===== src/rtl/rob_commit.sv =====
// In-order reorder buffer / commit unit with single-branch squash support.
// Optional ROB_PERF_CNT_EN adds 32-bit retire and squash counters.
package rob_commit_pkg;
  typedef struct packed {
    logic       valid;
    logic [5:0] idx;
  } p_reg_t;

  typedef struct packed {
    logic   valid;
    p_reg_t rd;
  } rinstr_t;

  typedef struct packed {
    logic valid;
    logic hit;
  } br_result_t;
endpackage

module rob_commit
  import rob_commit_pkg::*;
#(
  parameter  int DEPTH = 16,
  localparam int PTR_W = $clog2(DEPTH)
) (
  input  logic        clk_i,
  input  logic        rst_ni,
  input  rinstr_t     rinstr_i,
  input  logic        is_branch_i,
  input  p_reg_t      wb_i,
  input  br_result_t  br_result_i,
  output p_reg_t      p_commit_o,
  output logic        rob_full_o,
  output logic        rob_empty_o,
  output logic [31:0] commit_cnt_o,
  output logic [31:0] flush_cnt_o
);

  logic [PTR_W-1:0] r_head;
  logic [PTR_W-1:0] r_tail;
  logic [PTR_W:0]   r_count;
  logic [PTR_W-1:0] r_br_idx;
  logic             r_br_pending;
  p_reg_t           r_commit;

  logic [DEPTH-1:0] w_valid;
  logic [DEPTH-1:0] w_done;
  logic [DEPTH-1:0] w_has_rd;
  logic [5:0]       w_pdest [DEPTH];

  logic             w_pop;
  logic             w_resolve;
  logic             w_squash;
  logic             w_enq;
  logic             w_enq_has_rd;
  logic [PTR_W-1:0] w_head_post;
  logic [PTR_W-1:0] w_br_off;
  logic [PTR_W:0]   w_count_post;
  logic [PTR_W:0]   w_keep_cnt;

  assign rob_full_o   = (r_count == (PTR_W+1)'(DEPTH));
  assign rob_empty_o  = (r_count == '0);
  assign p_commit_o   = r_commit;

  assign w_pop        = w_valid[r_head] && w_done[r_head];
  assign w_resolve    = br_result_i.valid && r_br_pending;
  assign w_squash     = w_resolve && !br_result_i.hit;
  assign w_enq        = rinstr_i.valid && !rob_full_o && !w_squash;
  assign w_enq_has_rd = rinstr_i.rd.valid && (rinstr_i.rd.idx != '0);

  // After a squash the survivors are exactly post-commit head .. br_idx inclusive.
  assign w_head_post  = r_head + PTR_W'(w_pop);
  assign w_br_off     = r_br_idx - r_head;
  assign w_count_post = r_count - (PTR_W+1)'(w_pop);
  assign w_keep_cnt   = {1'b0, r_br_idx - w_head_post} + (PTR_W+1)'(1);

  for (genvar gi = 0; gi < DEPTH; gi++) begin : g_ent
    localparam logic [PTR_W-1:0] IDX = PTR_W'(gi);

    logic             r_valid;
    logic             r_done;
    logic             r_has_rd;
    logic             r_is_br;
    logic [5:0]       r_pdest;
    logic [PTR_W-1:0] w_off;
    logic             w_kill;
    logic             w_wb_hit;
    logic             w_br_hit;

    assign w_off    = IDX - r_head;
    assign w_kill   = w_squash && (w_off > w_br_off);
    assign w_wb_hit = wb_i.valid && r_valid && r_has_rd && (r_pdest == wb_i.idx);
    assign w_br_hit = w_resolve && (r_br_idx == IDX) && r_is_br;

    assign w_valid[gi]  = r_valid;
    assign w_done[gi]   = r_done;
    assign w_has_rd[gi] = r_has_rd;
    assign w_pdest[gi]  = r_pdest;

    always_ff @(posedge clk_i or negedge rst_ni) begin
      if (!rst_ni) begin
        r_valid  <= 1'b0;
        r_done   <= 1'b0;
        r_has_rd <= 1'b0;
        r_is_br  <= 1'b0;
        r_pdest  <= '0;
      end else if (w_enq && (r_tail == IDX)) begin
        r_valid  <= 1'b1;
        r_done   <= !w_enq_has_rd && !is_branch_i;
        r_has_rd <= w_enq_has_rd;
        r_is_br  <= is_branch_i;
        r_pdest  <= rinstr_i.rd.idx;
      end else if (w_kill || (w_pop && (r_head == IDX))) begin
        r_valid  <= 1'b0;
        r_done   <= 1'b0;
      end else if (w_wb_hit || w_br_hit) begin
        r_done   <= 1'b1;
      end
    end
  end

  always_ff @(posedge clk_i or negedge rst_ni) begin
    if (!rst_ni) begin
      r_head       <= '0;
      r_tail       <= '0;
      r_count      <= '0;
      r_br_idx     <= '0;
      r_br_pending <= 1'b0;
      r_commit     <= '0;
    end else begin
      r_head  <= w_head_post;
      r_tail  <= w_squash ? (r_br_idx + PTR_W'(1)) : (r_tail + PTR_W'(w_enq));
      r_count <= w_squash ? w_keep_cnt : (w_count_post + (PTR_W+1)'(w_enq));
      // A resolve and a fresh branch enqueue may land on the same edge.
      if (w_resolve)
        r_br_pending <= 1'b0;
      if (w_enq && is_branch_i) begin
        r_br_pending <= 1'b1;
        r_br_idx     <= r_tail;
      end
      r_commit.valid <= w_pop && w_has_rd[r_head];
      r_commit.idx   <= w_pop ? w_pdest[r_head] : '0;
    end
  end

`ifdef ROB_PERF_CNT_EN
  logic [31:0]    r_commit_cnt;
  logic [31:0]    r_flush_cnt;
  logic [PTR_W:0] w_flush_n;

  assign w_flush_n = w_count_post - w_keep_cnt;

  always_ff @(posedge clk_i or negedge rst_ni) begin
    if (!rst_ni) begin
      r_commit_cnt <= '0;
      r_flush_cnt  <= '0;
    end else begin
      if (w_pop)
        r_commit_cnt <= r_commit_cnt + 32'd1;
      if (w_squash)
        r_flush_cnt <= r_flush_cnt + 32'(w_flush_n);
    end
  end

  assign commit_cnt_o = r_commit_cnt;
  assign flush_cnt_o  = r_flush_cnt;
`else
  assign commit_cnt_o = '0;
  assign flush_cnt_o  = '0;
`endif

endmodule


===== config.mk =====
export PLATFORM = sky130hd
export DESIGN_NAME = rob_commit
export DESIGN_NICKNAME = d
export VERILOG_FILES = /design/src/rtl/rob_commit.sv
export SDC_FILE = /design/constraint.sdc
export NUM_CORES = 1
export LEC_CHECK = 0
export CORE_UTILIZATION = 50
export CTS_BUF_LIST = sky130_fd_sc_hd__clkbuf_4
export DETAILED_ROUTE_END_ITERATION = 16
export DONT_BUFFER_PORTS = 1
export PLACE_DENSITY = 0.67
export SYNTH_ARGS = -nofsm -noshare
export SYNTH_HDL_FRONTEND = slang
export SYNTH_SLANG_ARGS = --single-unit

===== constraint.sdc =====
create_clock -name clk_i -period 3.8 [get_ports clk_i]
set_clock_uncertainty 0.05 [all_clocks]
set_input_delay 0.76 -clock clk_i [delete_from_list [all_inputs] [get_ports clk_i]]
set_output_delay 0.76 -clock clk_i [all_outputs]
set_load 0.01 [all_outputs]

==> metrics.csv, run 1 <==
metric;value;unit
status;finished, violations left;
failing checks;hold timing;
cell count after synthesis;1090;
Max Fclk;282.4;MHz
# IOs;93;
drt total wl;30120;µm
Worst Path Arrival;3970;ps
number of core rows;56;
CTS clk-pin slew, worst paths;180;ps
Internal;6.605;mW
Std-Cell Core Area;0.02354;mm²
reg2reg setup slack;260;ps
met1 Use GR;0.3598;
Slew HR;0.4020;
CP required;4230;ps
Leak;5.399;nW
# port buffers;0;
global-route usage over all layers;0.2592;
Max clock buf depth;2;
layout cell share with drive strength beyond 1;0.2209;
GR peak layer;met2;
synth top area cells;dfrtp_1, mux2_2, mux4_2;
max-cap viol count;0;
fin crit share;0.9319;
Final HPWL DP;22240;µm
final hold slack;-237.4;ps
most common cell in the netlist;dfrtp_1;
routability cong.;0.9135;
R2R depth;7;
minimum clock period after layout;3541;ps
crit path launch type;flop;
gr ovfl total;0;
drt pass-1 iters;5;
endpoint class of the critical path;flop;
PwrDens;971.1;mW/mm²
synth unique cells;68;
Logic pwr share;0.596;
Clock Latency Late Sink;610;ps
worst flop-to-flop path endpoint;g_ent[4].r_done$_DFFE_PN0P_;
EDFF count, synth;0;
met3 Use GR;0.05011;
clock root cell;clkbuf_4;
Fillers;2115;
first-pass GRT wire length;47290;µm
Post-Syn Area;0.01204;mm²
Worst-Margin Slew;888.7;ps
Setup Viol. Count Final;0;
YS warnings;0;
TritonCTS clock tree;yes;
met2 Use GR;0.4099;
unrepaired setup endpoints after global routing;no;
sequential area share after synthesis;0.3847;
crit path to;g_ent[4].r_done$_DFFE_PN0P_;
vias in the first global route;8043;
H-tree depth;4;
crit path max fanout;24;
TritonCTS Sinks;185;
P_sw;5.436;mW
Most used DFF post-synth;dfrtp_1;
sw frac;0.4514;
Die ar.;0.02469;mm²
reg2reg start;r_head[1]$_DFF_PN0_;
die height;157.1;µm
Antenna Violating Nets Remaining;0;
worst IR drop on VDD;0.0005456;V
Final Hold Fails;185;
area leader, netlist;dfrtp_1;
Initial DRC Count;563;
Hold WC Path Type;in2async;
Flop pwr share;0.313;
initial core utilization;0.5112;
FFs w/ async S/R, synth;1.000;
via count;8172;
post-synthesis sequential element count;185;
Post-CTS Setup Bufs;0;
synth cell count leaders;dfrtp_1, mux2_2, nand2_1, xnor2_1, buf_4;
largest net degree at the start of global routing;186;
TritonCTS Buffers;17;
vias per inst;5.792;
Max Slew Vio Count;0;
Final Non-Filler Cells;1411;
post-CTS sizing;0;
Die Wd;157.1;µm
crit path launch;r_head[1]$_DFF_PN0_;
cell count after placement;1378;
synthesized area per cell;11.04;µm²
TNS Setup;0;ps
area grow syn2layout;3.025;%
average wire per standard cell;21.35;µm
Yosys top cell area share;0.3847;
critical path class;reg2reg;
drc violations;0;
clock share of power;0.091;
antenna violations before repair;1;
Total Nets Final;1164;
[worst min path at each step]
stage / start / endpoint / slack [ps] / cells past startpoint
floorplan: g_ent[11].r_is_br$_DFFE_PN0P_ / g_ent[11].r_is_br$_DFFE_PN0P_ / 400 / 2
global placement: rst_ni / g_ent[11].r_pdest[1]$_DFFE_PN0P_ / 420 / 0
detailed placement: rst_ni / g_ent[11].r_pdest[1]$_DFFE_PN0P_ / 420 / 0
CTS: rst_ni / g_ent[14].r_pdest[0]$_DFFE_PN0P_ / -270 / 0
global route: rst_ni / g_ent[11].r_pdest[1]$_DFFE_PN0P_ / -280 / 0
finish: rst_ni / g_ent[9].r_pdest[1]$_DFFE_PN0P_ / -240 / 0
[kinds of logic after synthesis]
family / Yosys count / synth area share
mux: 159 / 0.1815
compound gates: 134 / 0.07756
buf+inv: 179 / 0.08275
flops: 185 / 0.3847
xor+xnor: 125 / 0.09211
simple gates: 240 / 0.1092
fa+ha+maj: 67 / 0.07194
other cells: 1 / 0.0003116
[per-stage QoR]
| stage | power (mW) | utilization | instance area (µm²) | setup WS (ps) |
|---|---|---|---|---|
| 3_3_place_gp | 10.69 | 0.5143 | 12110 | 309.3 |
| 4_1_cts | 12.01 | 0.5266 | 12400 | 225.2 |
| 5_1_grt | 13.07 | 0.5267 | 12400 | 34.52 |
| 2_1_floorplan | 9.155 | - | 12280 | 212.6 |
| 6_report | 12.04 | 0.5267 | 12400 | 258.6 |
| 3_5_place_dp | 10.87 | 0.5143 | 12110 | 227.6 |
[placed cells by master (no fill, tap or decap), types with 5 or more instances in the layout]
master    instances
ha_1             62
and3_1            9
nand3b_1          5
a31oi_1           7
dfrtp_1         183
mux2_2          124
nand2_1          79
o21ai_0          35
inv_1            58
nor2b_1           8
a21oi_1          15
mux4_2           35
a21o_1            8
nand3_1          31
a221oi_1          7
xor2_1           46
clkinv_8          5
clkbuf_4         17
o31ai_1          21
xnor2_1          77
buf_4            26
and2_1            9
a41o_1            5
nand4_1          21
nor2_1           14
inv_6             5
nor4_1           28
conb_1           64
or4_1             5
[worst max-delay path: stages (launching register included)]
cell      delay, ps
dfrtp_2         710
inv_1           270
fa_1            500
xnor2_1         670
ha_1            360
and3_1          180
a221oi_1        510
o31ai_1         150
[flip-flops by register name (all words and copies together), names as in the netlist]
name	flops
g_ent.r_done	16
g_ent.r_has_rd	16
g_ent.r_is_br	16
g_ent.r_pdest	96
g_ent.r_valid	16
p_commit_o	7
r_br_idx	4
r_br_pending	1
r_count	5
r_head	4
r_tail	4
[power by group through the flow]
stage	sequential [mW]	combinational, mW	clock [mW]
final	3.77	7.17	1.10
after global placement	3.77	6.92	0
after CTS	3.75	7.12	1.13
after floorplan	3.43	5.72	0
after global routing	3.89	7.99	1.19
after detailed placement	3.80	7.07	0
[cell type report]
class                      instances  area [µm²]  share of cell area
multi-input combinational        789        6660              0.5371
inverter                          59       221.5             0.01786
antenna                            1       2.502           0.0002018
tap                              319       399.1             0.03219
clock inverter                    15       161.4             0.01302
timing repair buffer              26       195.2             0.01574
clock buffer                      17       127.6             0.01029
sequential                       185        4632              0.3736
[routing by layer]
layer / wire length [µm] / vias up
li1: - / 3748
met5: 0 / -
met1: 13480 / 4095
met4: 582 / 0
met3: 2007 / 38
met2: 14050 / 291
Note: power is estimated with default switching activity, not from simulation.
==> inputs of run 2 (changes only) <==
--- a/config.mk
+++ b/config.mk
@@ -5,11 +5,11 @@
 export SDC_FILE = /design/constraint.sdc
 export NUM_CORES = 1
 export LEC_CHECK = 0
+export CORE_MARGIN = 3
 export CORE_UTILIZATION = 50
 export CTS_BUF_LIST = sky130_fd_sc_hd__clkbuf_4
 export DETAILED_ROUTE_END_ITERATION = 16
-export DONT_BUFFER_PORTS = 1
-export PLACE_DENSITY = 0.67
+export PLACE_DENSITY = 0.72
 export SYNTH_ARGS = -nofsm -noshare
 export SYNTH_HDL_FRONTEND = slang
 export SYNTH_SLANG_ARGS = --single-unit
==> metrics.csv, run 2 (synthesized netlist as in run 1, its figures left out) <==
metric;value;unit;change
H-tree depth;4;;unchanged
die height;161.1;µm;+2.5%
critical path class;reg2reg;;
Final Non-Filler Cells;1466;;+3.9%
initial core utilization;0.5112;;unchanged
Biggest register;g_ent.r_pdest;;
CP peak stage delay;740;ps;+30 ps
Fillers;2020;;-4.5%
Worst-Margin Slew;900.8;ps;+12.10 ps
crit path max fanout;23;;-4.2%
Max clock buf depth;2;;unchanged
Leak;5.653;nW;+4.7%
post-CTS sizing;0;;unchanged
PwrDens;954.8;mW/mm²;-1.7%
worst IR drop on VDD;0.0006323;V;+16%
CTS clk-pin slew, worst paths;180;ps;about the same
CP cell instances;ha_1, inv_1, fa_1, xnor2_1, ha_1, and3_1, a221oi_1, buf_4, o31ai_1;;
max reg flops;96;;unchanged
antenna violations before repair;1;;unchanged
clock root cell;clkbuf_4;;
cell count after placement;1433;;+4.0%
endpoint class of the critical path;flop;;
Initial DRC Count;773;;+37%
Clock Latency Late Sink;610;ps;about the same
drt total wl;30970;µm;+2.8%
reg2reg start;r_head[0]$_DFF_PN0_;;
setup slack after layout;236.8;ps;-21.86 ps
vias in the first global route;8416;;+4.6%
max-cap viol count;0;;unchanged
TritonCTS Buffers;17;;unchanged
CP max stage cell;xnor2_1;;
TritonCTS clock tree;yes;;
routability cong.;0.8898;;-2.6%
CP dominant cell by count;ha_1;;
most frequent cells in the layout;dfrtp_1, mux2_2, nand2_1;;
gr ovfl total;0;;unchanged
worst flop-to-flop path endpoint;g_ent[14].r_done$_DFFE_PN0P_;;
first-pass GRT wire length;48680;µm;+2.9%
WP buf/inv;2;;+1
TNS Setup;0;ps;unchanged
Die Wd;161.1;µm;+2.5%
Slew HR;0.3976;;-0.004483
Hold WC Path Type;in2async;;
layout cell share with drive strength beyond 1;0.2365;;+0.01558
unrepaired setup endpoints after global routing;no;;
area grow syn2layout;7.319;%;
status;finished, final reports clean;;
Final Hold Fails;0;;-100%
Antenna Violating Nets Remaining;0;;unchanged
reg2reg setup slack;240;ps;-20 ps
Max Slew Vio Count;0;;unchanged
vias per inst;5.802;;+0.18%
global-route usage over all layers;0.2424;;-0.01681
largest net degree at the start of global routing;80;;-57%
post-place setup slack;245.9;ps;+18.22 ps
fin crit share;0.9377;;+0.005754
Post-CTS Setup Bufs;0;;unchanged
number of core rows;56;;unchanged
Setup Viol. Count Final;0;;unchanged
drt pass-1 iters;6;;+1
Placed Area;0.01261;mm²;+4.1%
Die ar.;0.02597;mm²;+5.2%
Total Nets Final;1219;;+4.7%
average wire per standard cell;21.13;µm;-1.0%
via count;8506;;+4.1%
most common cell after layout, fill and taps aside;dfrtp_1;;
Largest delay share family, worst path;adder cells;;
Worst Path Arrival;3990;ps;+20 ps
drc violations;0;;unchanged
hold_buf cts;0;;
CP required;4230;ps;about the same
minimum clock period after layout;3563;ps;+21.87 ps
# IOs;93;;unchanged
# port buffers;28;;+28
Std-Cell Core Area;0.02354;mm²;unchanged
TritonCTS Sinks;185;;unchanged
Max Fclk;280.6;MHz;-0.61%
R2R depth;9;;+2
post-route design area;0.01292;mm²;+4.2%
crit path launch type;flop;;
Final HPWL DP;23610;µm;+6.2%
-- run 2: cell types whose count changed in the layout (fill, tap and decap cells not counted), sizes merged --
cell           before  now
clkbuf             17   18
buf                26   53
clkdlybuf4s50       0   27
clkinv              8    6
inv                65   67
-- run 2: how the worst max path moves through the flow --
stage	cells past startpoint	slack, ps	to	start
6_report	9	240	g_ent[14].r_done$_DFFE_PN0P_	r_head[0]$_DFF_PN0_
5_1_grt	13	8	r_count[3]$_DFF_PN0_	r_head[0]$_DFF_PN0_
4_1_cts	13	190	r_count[3]$_DFF_PN0_	r_head[0]$_DFF_PN0_
3_5_place_dp	13	250	r_count[3]$_DFF_PN0_	r_head[0]$_DFF_PN0_
3_3_place_gp	13	230	r_count[3]$_DFF_PN0_	r_head[0]$_DFF_PN0_
2_1_floorplan	11	210	g_ent[5].r_done$_DFFE_PN0P_	r_head[1]$_DFF_PN0_
-- run 2: per-stage QoR --
step	util	hold slack (ps)	power, mW
2_1_floorplan	-	395.9	9.155
3_3_place_gp	0.5355	417.9	10.90
5_1_grt	0.5486	102.5	13.35
6_report	0.5486	102.8	12.33
3_5_place_dp	0.5355	429.8	11.14
4_1_cts	0.5482	103.1	12.28
-- run 2: cell type report --
type	count	area (µm²)	area share
diodes	1	2.502	0.0001937
clock buffers	17	127.6	0.009881
clock inverters	15	171.4	0.01327
inverters	59	221.5	0.01715
multi-input cells	789	6665	0.5160
flip-flops and latches	185	4634	0.3588
well taps	319	399.1	0.03090
repair buffers	81	694.4	0.05376
-- run 2: worst reg2reg max path, delay by kind of cell (launching register included) --
kind / cells / cell delay [ps]
AOI/OAI and AO/OA: 2 / 470
xor gates and xnor gates: 1 / 740
adders and majority gates: 3 / 1060
buffers and inverters: 2 / 290
DFF: 1 / 650
and+or+nand+nor: 1 / 180
-- run 2: where the power goes --
group / internal (mW) / total, mW / switching (mW)
combinational: 3.58 / 7.47 / 3.89
sequential: 2.84 / 3.75 / 0.908
clock: 0.310 / 1.12 / 0.807
-- run 2: metal layers --
layer / track usage / wire, µm
met4: 0.06062 / 501
met3: 0.03616 / 1950
met2: 0.3954 / 14800
met5: 0 / 0
met1: 0.3435 / 13720
